[config.mk]
export PLATFORM = sky130hd
export DESIGN_NAME = spi_peripheral_sync
export DESIGN_NICKNAME = d
export VERILOG_FILES = /design/src/rtl/spi_peripheral_sync.sv
export SDC_FILE = /design/constraint.sdc
export NUM_CORES = 1
export LEC_CHECK = 0
export ABC_CLOCK_PERIOD_IN_PS = 2300
export CAP_MARGIN = 30
export CORE_MARGIN = 2
export CORE_UTILIZATION = 57
export DETAILED_ROUTE_END_ITERATION = 10
export HOLD_SLACK_MARGIN = 0.02
export PLACE_DENSITY = 0.85
export REMOVE_ABC_BUFFERS = 1
export SETUP_SLACK_MARGIN = 0.3
export SLEW_MARGIN = 40
export SYNTH_ARGS = -nofsm -noshare
export SYNTH_HDL_FRONTEND = slang
export SYNTH_SLANG_ARGS = --single-unit
export TNS_END_PERCENT = 50
[constraint.sdc]
create_clock -name clk -period 2.3 [get_ports clk]
set_input_delay 0.46 -clock clk [delete_from_list [all_inputs] [get_ports clk]]
set_output_delay 0.46 -clock clk [all_outputs]
set_load 0.01 [all_outputs]
[src/rtl/spi_peripheral_sync.sv]
// SPI peripheral with clk-domain oversampling of cs/sck/mosi; edge events land 3 clk after the pin edge.
// Single-entry tx buffer (txReady = empty); rx word held until rxReady, overwritten with an overrun pulse.
module spi_peripheral_sync #(
  parameter int WIDTH     = 8,
  parameter bit CPOL      = 1'b0,
  parameter bit CPHA      = 1'b0,
  parameter bit MSB_FIRST = 1'b1
) (
  input  logic             clk,
  input  logic             resetN,
  input  logic             cs,
  input  logic             sck,
  input  logic             mosi,
  output logic             miso,
  input  logic [WIDTH-1:0] txData,
  input  logic             txValid,
  output logic             txReady,
  output logic [WIDTH-1:0] rxData,
  output logic             rxValid,
  input  logic             rxReady,
  output logic             overrun,
  output logic             underrun
);

  localparam int CW = $clog2(WIDTH);

  typedef enum logic [1:0] {IDLE, ACTIVE, XFER} state_t;

  state_t           state, state_nxt;
  logic             cs_s1, cs_s2, cs_h;
  logic             sck_s1, sck_s2, sck_h;
  logic             mosi_s1, mosi_s2;
  logic [WIDTH-1:0] tx_sr, tx_buf, rx_sr, rx_next;
  logic             tx_full, first_word;
  logic [CW-1:0]    bit_count;
  logic             cs_fall, cs_rise, sck_rise, sck_fall, in_frame;
  logic             sample, shift, last_bit, load, shift_bit;

  always_ff @(posedge clk or negedge resetN) begin
    if (!resetN) begin
      cs_s1   <= 1'b1;
      cs_s2   <= 1'b1;
      cs_h    <= 1'b1;
      sck_s1  <= CPOL;
      sck_s2  <= CPOL;
      sck_h   <= CPOL;
      mosi_s1 <= 1'b0;
      mosi_s2 <= 1'b0;
    end else begin
      cs_s1   <= cs;
      cs_s2   <= cs_s1;
      cs_h    <= cs_s2;
      sck_s1  <= sck;
      sck_s2  <= sck_s1;
      sck_h   <= sck_s2;
      mosi_s1 <= mosi;
      mosi_s2 <= mosi_s1;
    end
  end

  assign cs_fall  = cs_h & ~cs_s2;
  assign cs_rise  = ~cs_h & cs_s2;
  assign sck_rise = sck_s2 & ~sck_h;
  assign sck_fall = ~sck_s2 & sck_h;
  // sck is only honoured inside a frame that began with a synced cs fall
  assign in_frame  = (state != IDLE) & ~cs_s2;
  assign sample    = in_frame & ((CPOL ^ CPHA) ? sck_fall : sck_rise);
  assign shift     = in_frame & ((CPOL ^ CPHA) ? sck_rise : sck_fall);
  assign last_bit  = sample & (bit_count == CW'(WIDTH - 1));
  // In ACTIVE, a shift edge reloads unless no word has finished yet (CPHA=1 first leading edge)
  assign load      = cs_fall | (shift & (state == ACTIVE) & ~first_word);
  assign shift_bit = shift & (state == XFER);
  assign rx_next   = MSB_FIRST ? {rx_sr[WIDTH-2:0], mosi_s2} : {mosi_s2, rx_sr[WIDTH-1:1]};
  assign txReady   = ~tx_full;
  assign miso      = ~cs_s2 & (MSB_FIRST ? tx_sr[WIDTH-1] : tx_sr[0]);

  always_comb begin
    state_nxt = state;
    case (state)
      IDLE:    if (cs_fall) state_nxt = ACTIVE;
      ACTIVE:  if (sample) state_nxt = XFER;
      XFER:    if (last_bit) state_nxt = ACTIVE;
      default: state_nxt = IDLE;
    endcase
    if (cs_rise) state_nxt = IDLE;
  end

  always_ff @(posedge clk or negedge resetN) begin
    if (!resetN) state <= IDLE;
    else         state <= state_nxt;
  end

  always_ff @(posedge clk or negedge resetN) begin
    if (!resetN) begin
      tx_sr      <= '0;
      tx_buf     <= '0;
      tx_full    <= 1'b0;
      rx_sr      <= '0;
      bit_count  <= '0;
      first_word <= 1'b0;
      rxData     <= '0;
      rxValid    <= 1'b0;
      overrun    <= 1'b0;
      underrun   <= 1'b0;
    end else begin
      if (load)           tx_sr <= tx_full ? tx_buf : '0;
      else if (shift_bit) tx_sr <= MSB_FIRST ? {tx_sr[WIDTH-2:0], 1'b0} : {1'b0, tx_sr[WIDTH-1:1]};
      else if (cs_rise)   tx_sr <= '0;
      underrun <= load & ~tx_full;

      if (load && tx_full) begin
        tx_full <= 1'b0;
      end else if (txValid && !tx_full) begin
        tx_full <= 1'b1;
        tx_buf  <= txData;
      end

      if (cs_fall)       first_word <= 1'b1;
      else if (last_bit) first_word <= 1'b0;

      if (cs_rise) begin
        rx_sr     <= '0;
        bit_count <= '0;
      end else if (sample) begin
        rx_sr     <= rx_next;
        bit_count <= last_bit ? '0 : bit_count + CW'(1);
      end

      // a completing word beats a same-cycle handshake and keeps rxValid high
      if (last_bit) begin
        rxData  <= rx_next;
        rxValid <= 1'b1;
      end else if (rxValid && rxReady) begin
        rxValid <= 1'b0;
      end
      overrun <= last_bit & rxValid & ~rxReady;
    end
  end

endmodule
==> results of run 1 <==
sequential cells by signal, summed over array words and instances (netlist names):
name and flops:
rxData 8, tx_buf 8, tx_sr 8, rx_sr 7, bit_count 3, state 2
cs_h 1, cs_s1 1, cs_s2 1, first_word 1, mosi_s1 1, mosi_s2 1
overrun 1, rxValid 1, sck_h 1, sck_s1 1, sck_s2 1, tx_full 1
underrun 1
logic make-up (layout without fill, tap and decap cells):
| group | Yosys count | count (layout) | share of synthesized area [%] |
|---|---|---|---|
| AO/OA/AOI/OAI | 28 | 28 | 10.1 |
| flip-flops | 49 | 49 | 61.3 |
| AND/OR/NAND/NOR | 45 | 45 | 13.3 |
| multiplexers | 16 | 16 | 10.3 |
| adder cells (fa/ha/maj) | 4 | 4 | 2.50 |
| buffers and inverters | 9 | 42 | 2.43 |
stage by stage:
| step | area, µm² | hold WS (ns) | total power [mW] | utilization [%] |
|---|---|---|---|---|
| after floorplan | 1970 | 0.164 | 1.17 | - |
| after global placement | 2320 | 0.332 | 1.26 | 68.9 |
| after detailed placement | 2320 | 0.335 | 1.29 | 68.9 |
| after CTS | 2400 | 0.198 | 1.77 | 71.3 |
| after global routing | 2400 | 0.213 | 1.85 | 71.3 |
| final | 2400 | 0.178 | 1.76 | 71.3 |
critical path, stage by stage (launching register included):
cell and delay [ns]:
dfrtp_1 0.37, nor2b_1 0.15, clkdlybuf4s50_1 0.56
timing repair:
item	in CTS	in global routing
hold endpoints to repair	0	0
setup buffers	1	0
setup endpoints to repair	1	7
gates resized for setup	0	1
placed cells by master (no fill, tap or decap), types with 2 or more instances in the layout:
cell             synthesis  final
a21o_1                   2      2
a21oi_1                 11     11
a221o_1                  7      7
and2_2                   6      6
buf_4                    0      4
clkbuf_4                 0      5
clkdlybuf4s50_1          0     26
dfrtp_1                 46     46
dfstp_2                  3      3
ha_1                     4      4
inv_1                    4      4
mux2_2                   9      9
mux2_4                   7      7
nand2_1                 18     18
nand3b_1                 2      2
nor2_1                   6      6
nor2b_1                  2      2
o21a_2                   1      2
power by group:
| part | total, mW | switching [mW] | internal, mW |
|---|---|---|---|
| logic | 0.228 | 0.0943 | 0.134 |
| registers | 1.04 | 0.0773 | 0.967 |
| clock network | 0.483 | 0.262 | 0.222 |
| total | 1.76 | 0.433 | 1.32 |
layer usage:
| metal | part of all wire (%) | track usage (%) |
|---|---|---|
| met1 | 40 | 25.4 |
| met2 | 53 | 35.7 |
| met3 | 5.1 | 5.54 |
| met4 | 1.7 | 7.34 |
| met5 | 0 | 0 |
final cells by class:
cell class / count / share of cell area (%)
Sequential cell: 49 / 51.3
Tap cell: 46 / 2.40
Multi-Input combinational cell: 93 / 30.4
Clock inverter: 2 / 1.46
Timing Repair Buffer: 31 / 12.3
Clock buffer: 5 / 1.56
Inverter: 4 / 0.626
worst paths after layout:
check                      slack (ns)                    end                 start
min reg2reg                      0.36       sck_s2$_DFF_PN0_      sck_s1$_DFF_PN0_
min                              0.18  rxData[1]$_DFFE_PN0P_                resetN
max                              0.40                   miso  tx_sr[7]$_DFFE_PN0P_
max reg2reg                      0.50   tx_sr[3]$_DFFE_PN0P_       cs_s2$_DFF_PN1_
max in group asynchronous        1.71  tx_buf[4]$_DFFE_PN0P_                resetN
min in group clk                 0.36       sck_s2$_DFF_PN0_      sck_s1$_DFF_PN0_
==> impl_metrics.ini, run 1 <==
[timing]
rsz0062_at_grt = no
slew_viol_final = 0
skew_ns = 0.0121
tns_ns = 0
tightest_slew_ns = 0.705
finalCriticalPeriod_ns = 1.90
finalSetupViolations = 0
period_share_pct = 82.5
relSlewSlack_pct = 52.7
hold_violations = 0
fmax_mhz = 527
worst_slack_ns = 0.402

[detailed_routing]
first_pass_iters = 4
drt-wirelength-per-cell_um = 15.7
postRouteAntennaNets = 0
drc_errors = 0
viasPerCell = 5.56
dr.first_iter.drc_count = 75
vias = 1278
routed_wl_um = 3620

[die]
rows = 21
dieArea_um2 = 4010
die_w_um = 63.3
core_area_um2 = 3360
io_pins = 28
die_y_um = 63.3
initial_core_util_pct = 59.6

[synthesis]
ys.flop_type = dfrtp_1
ys_types = 34
synth_edf_count = 0
yosysMostFrequentCell = dfrtp_1
syn-cell-area_um2 = 2010
ys_top_cells_by_area = dfrtp_1 57%, mux2_4 5.2%, mux2_2 5.1%, dfstp_2 3.9%, a221o_1 3.5%
yosys.area.top_type_share_pct = 57.4
synth_common_cells = 46 x dfrtp_1, 18 x nand2_1, 11 x a21oi_1
ys_seq_area_share_pct = 61.3
async_flop_share_pct = 100
synth.avg_cell_area_um2 = 13.3
yosysWarnings = 0
yosys.area.top_type = dfrtp_1
synth_cells = 151
synth_seq_cells = 49

[layout]
instances_no_fill = 230
antenna_cells = 0
drive_above_1_share_pct = 25.5
area_delta_synth_final_pct = 19.6
n_fill_cell = 255
seqCellArea_um2 = 1230
multi_input_area_um2 = 728
final_nets = 203

[cts]
cts_hold_buf = 0
htree_levels = 2
insertion_delay_ns = 0.36
tritoncts = done
clockRootBuffer = clkbuf_4
cts_buffer_depth = 2
clock-sinks = 49
numCtsBuffers = 5
path_clk_slew_ns = 0.13

[setup_path]
cp.arrival_ns = 1.44
criticalPathCategory = flop to output port
reg2reg_depth = 6
end_kind = output port
required_ns = 1.84
cp_max_fo = 2
start_kind = flop

[placed_design]
place_hpwl_um = 2550
dp_cells = 222
routabilityCongestion = 0.814
pre_cts_slack_ns = 0.481
port_buffers = 27

[status]
status = finished, final reports clean

[grt]
grt_pass1_vias = 1371
antenna_found_initial = 0
grt_use_total_pct = 20.8
grt_pass1_wl_um = 6340
grt_overflow_total = 0
grt_max_degree = 50

[worst_hold_path]
worstHoldPathType = input port to async pin

[power_and_ir_drop]
ir_drop_uv = 687
powerDensity_nw_per_um2 = 732
p_leak_nw = 1.11

[run]
maxCapViolCount = 0
Power figures use the tool's default switching activity.
==> run 2, diff against run 1 <==
- ABC_CLOCK_PERIOD_IN_PS: 2300 -> 1650
- CORE_UTILIZATION: 57 -> 48
- PLACE_DENSITY: 0.85 -> 0.76
- clock period: 2.3 -> 1.65 ns (I/O delays scaled with it)
==> impl_metrics.ini, run 2 (synthesized netlist as in run 1, its figures left out) <==
[status]
status = finished, violations left
violations = setup timing

[grt]
grt_pass1_vias = 1357
grt_use_total_pct = 19.3
grt_max_degree = 50
grt_overflow_total = 0
antenna_found_initial = 0
grt_pass1_wl_um = 6420

[worst_hold_path]
hold_path_end = sck_s2$_DFF_PN0_
worstHoldPathType = flop to flop
hold_depth = 0
holdCritStartpoint = sck_s1$_DFF_PN0_

[setup_path]
end_kind = flop
critical-path-top-delay-family = compound AO/OA/AOI/OAI gates
max_stage_delay_ns = 0.39
r2r_slack_ns = -0.02
cp_max_fo = 8
crit_chain = buf_6 > or3b_4 > a21oi_2 > nor3_2 > buf_4 > a221o_1
required_ns = 1.85
start_kind = flop
r2r-end = tx_sr[4]$_DFFE_PN0P_
criticalPathCategory = flop to flop
slowest_stage = or3b_4
cp.arrival_ns = 1.87
critPathBufInv = 2
reg2reg_depth = 6
r2r-start = cs_s2$_DFF_PN1_

[timing]
slew_viol_final = 0
rsz0062_at_grt = yes
tightest_slew_ns = 0.254
period_share_pct = 101
worst_slack_ns = -0.0182
skew_ns = 0.00949
finalSetupViolations = 3
relSlewSlack_pct = 83.1
finalCriticalPeriod_ns = 1.67
fmax_mhz = 599
hold_violations = 0

[layout]
top_regs = rxData x8, tx_buf x8, tx_sr x8
final_nets = 222
layout_commonest_cell = dfrtp_1
antenna_cells = 0
instances_no_fill = 254
drive_above_1_share_pct = 47.5
mostFrequentLayoutCells = 46 x dfrtp_1, 13 x clkdlybuf4s50_1, 11 x buf_6, 10 x mux2_4
area_delta_synth_final_pct = 40.0

[cts]
clockRootBuffer = clkbuf_8
tritoncts = done
htree_levels = 2
clock-sinks = 49
cts_buffer_depth = 2
insertion_delay_ns = 0.32
path_clk_slew_ns = 0.09
numCtsBuffers = 5

[power_and_ir_drop]
p_seq_share_pct = 56.0
power_frac_clock_pct = 28.0
p_leak_nw = 1.31
p_sw_uw = 692
ir_drop_uv = 613
powerDensity_nw_per_um2 = 919
power_frac_comb_pct = 16.1
p_int_mw = 1.89
switching_share_pct = 26.8

[detailed_routing]
viasPerCell = 5.24
drt-wirelength-per-cell_um = 15.6
routed_wl_um = 3970
postRouteAntennaNets = 0
drc_errors = 0
dr.first_iter.drc_count = 84
first_pass_iters = 4
vias = 1330

[placed_design]
port_buffers = 27
dp_cells = 232
pre_cts_slack_ns = 0.0162
place_hpwl_um = 2390
routabilityCongestion = 0.850

[run]
maxCapViolCount = 0

[die]
die_y_um = 68.6
dieArea_um2 = 4710
rows = 23
die_w_um = 68.6
io_pins = 28
core_area_um2 = 4000
initial_core_util_pct = 50.1
-- run 2: changes by cell type in the layout (fill, tap and decap cells not counted), sizes merged, moves of 2 or more --
cell	before	now
buf	5	24
clkdlybuf4s50	26	13
clkinvlp	0	3
clkdlybuf4s15	0	9
dlygate4sd2	0	2
-- run 2: cell type report --
class	instances	area, µm²
inverters	4	15.0
clock inverters	3	22.5
multi-input cells	93	903
fillers	274	1190
repair buffers	50	507
flip-flops and latches	49	1230
clock buffers	5	68.8
well taps	50	62.6
-- run 2: through the flow --
step	TNS, ns	area [µm²]	util (%)	power (mW)	hold WS [ns]
after CTS	-0.0224	2590	64.7	2.54	0.361
after floorplan	0	1970	-	1.63	0.0344
after global routing	-0.300	2810	70.2	2.70	0.371
after detailed placement	0	2380	59.5	1.80	0.334
final	-0.0519	2810	70.2	2.58	0.360
after global placement	0	2380	59.5	1.78	0.328
-- run 2: worst max-delay path by stage --
stage	from	endpoint	slack [ns]	cells after the start
detailed placement	cs_s2$_DFF_PN1_	tx_sr[5]$_DFFE_PN0P_	0.02	6
global route	cs_s2$_DFF_PN1_	tx_sr[4]$_DFFE_PN0P_	-0.05	6
CTS	cs_s2$_DFF_PN1_	tx_sr[4]$_DFFE_PN0P_	-0.01	6
finish	cs_s2$_DFF_PN1_	tx_sr[4]$_DFFE_PN0P_	-0.02	6
floorplan	cs_s2$_DFF_PN1_	rxData[0]$_DFFE_PN0P_	0.08	4
global placement	cs_s2$_DFF_PN1_	tx_sr[5]$_DFFE_PN0P_	0.05	6
-- run 2: repair_timing --
| action | 4_1_cts | 5_1_grt |
|---|---|---|
| setup endpoints to repair | 42 | 47 |
| hold buffers | 1 | 0 |
| resized for setup | 35 | 54 |
| setup buffers | 7 | 5 |
| cloned | 0 | 1 |
| pin swaps | 19 | 24 |
| hold endpoints to repair | 46 | 0 |
-- run 2: metal layers --
layer  share of wire (%)  track usage [%]  up-vias
li1                    -                -      628
met1                  43             23.8      664
met2                  51             30.6       32
met3                 4.4             6.98        6
met4                 1.6             8.25        0
met5                   0                0        -
-- run 2: power groups by stage --
stage / Combinational (mW) / Clock [mW] / Sequential (mW)
6_report: 0.415 / 0.722 / 1.44
5_1_grt: 0.456 / 0.781 / 1.46
4_1_cts: 0.373 / 0.727 / 1.44
3_5_place_dp: 0.338 / 0 / 1.47
3_3_place_gp: 0.320 / 0 / 1.46
2_1_floorplan: 0.194 / 0 / 1.44
==> run 3, diff against run 2 <==
- ABC_CLOCK_PERIOD_IN_PS: 1650 -> unset
==> results of run 3 <==
Final layout, timing and power as in run 2 (identical DEF).
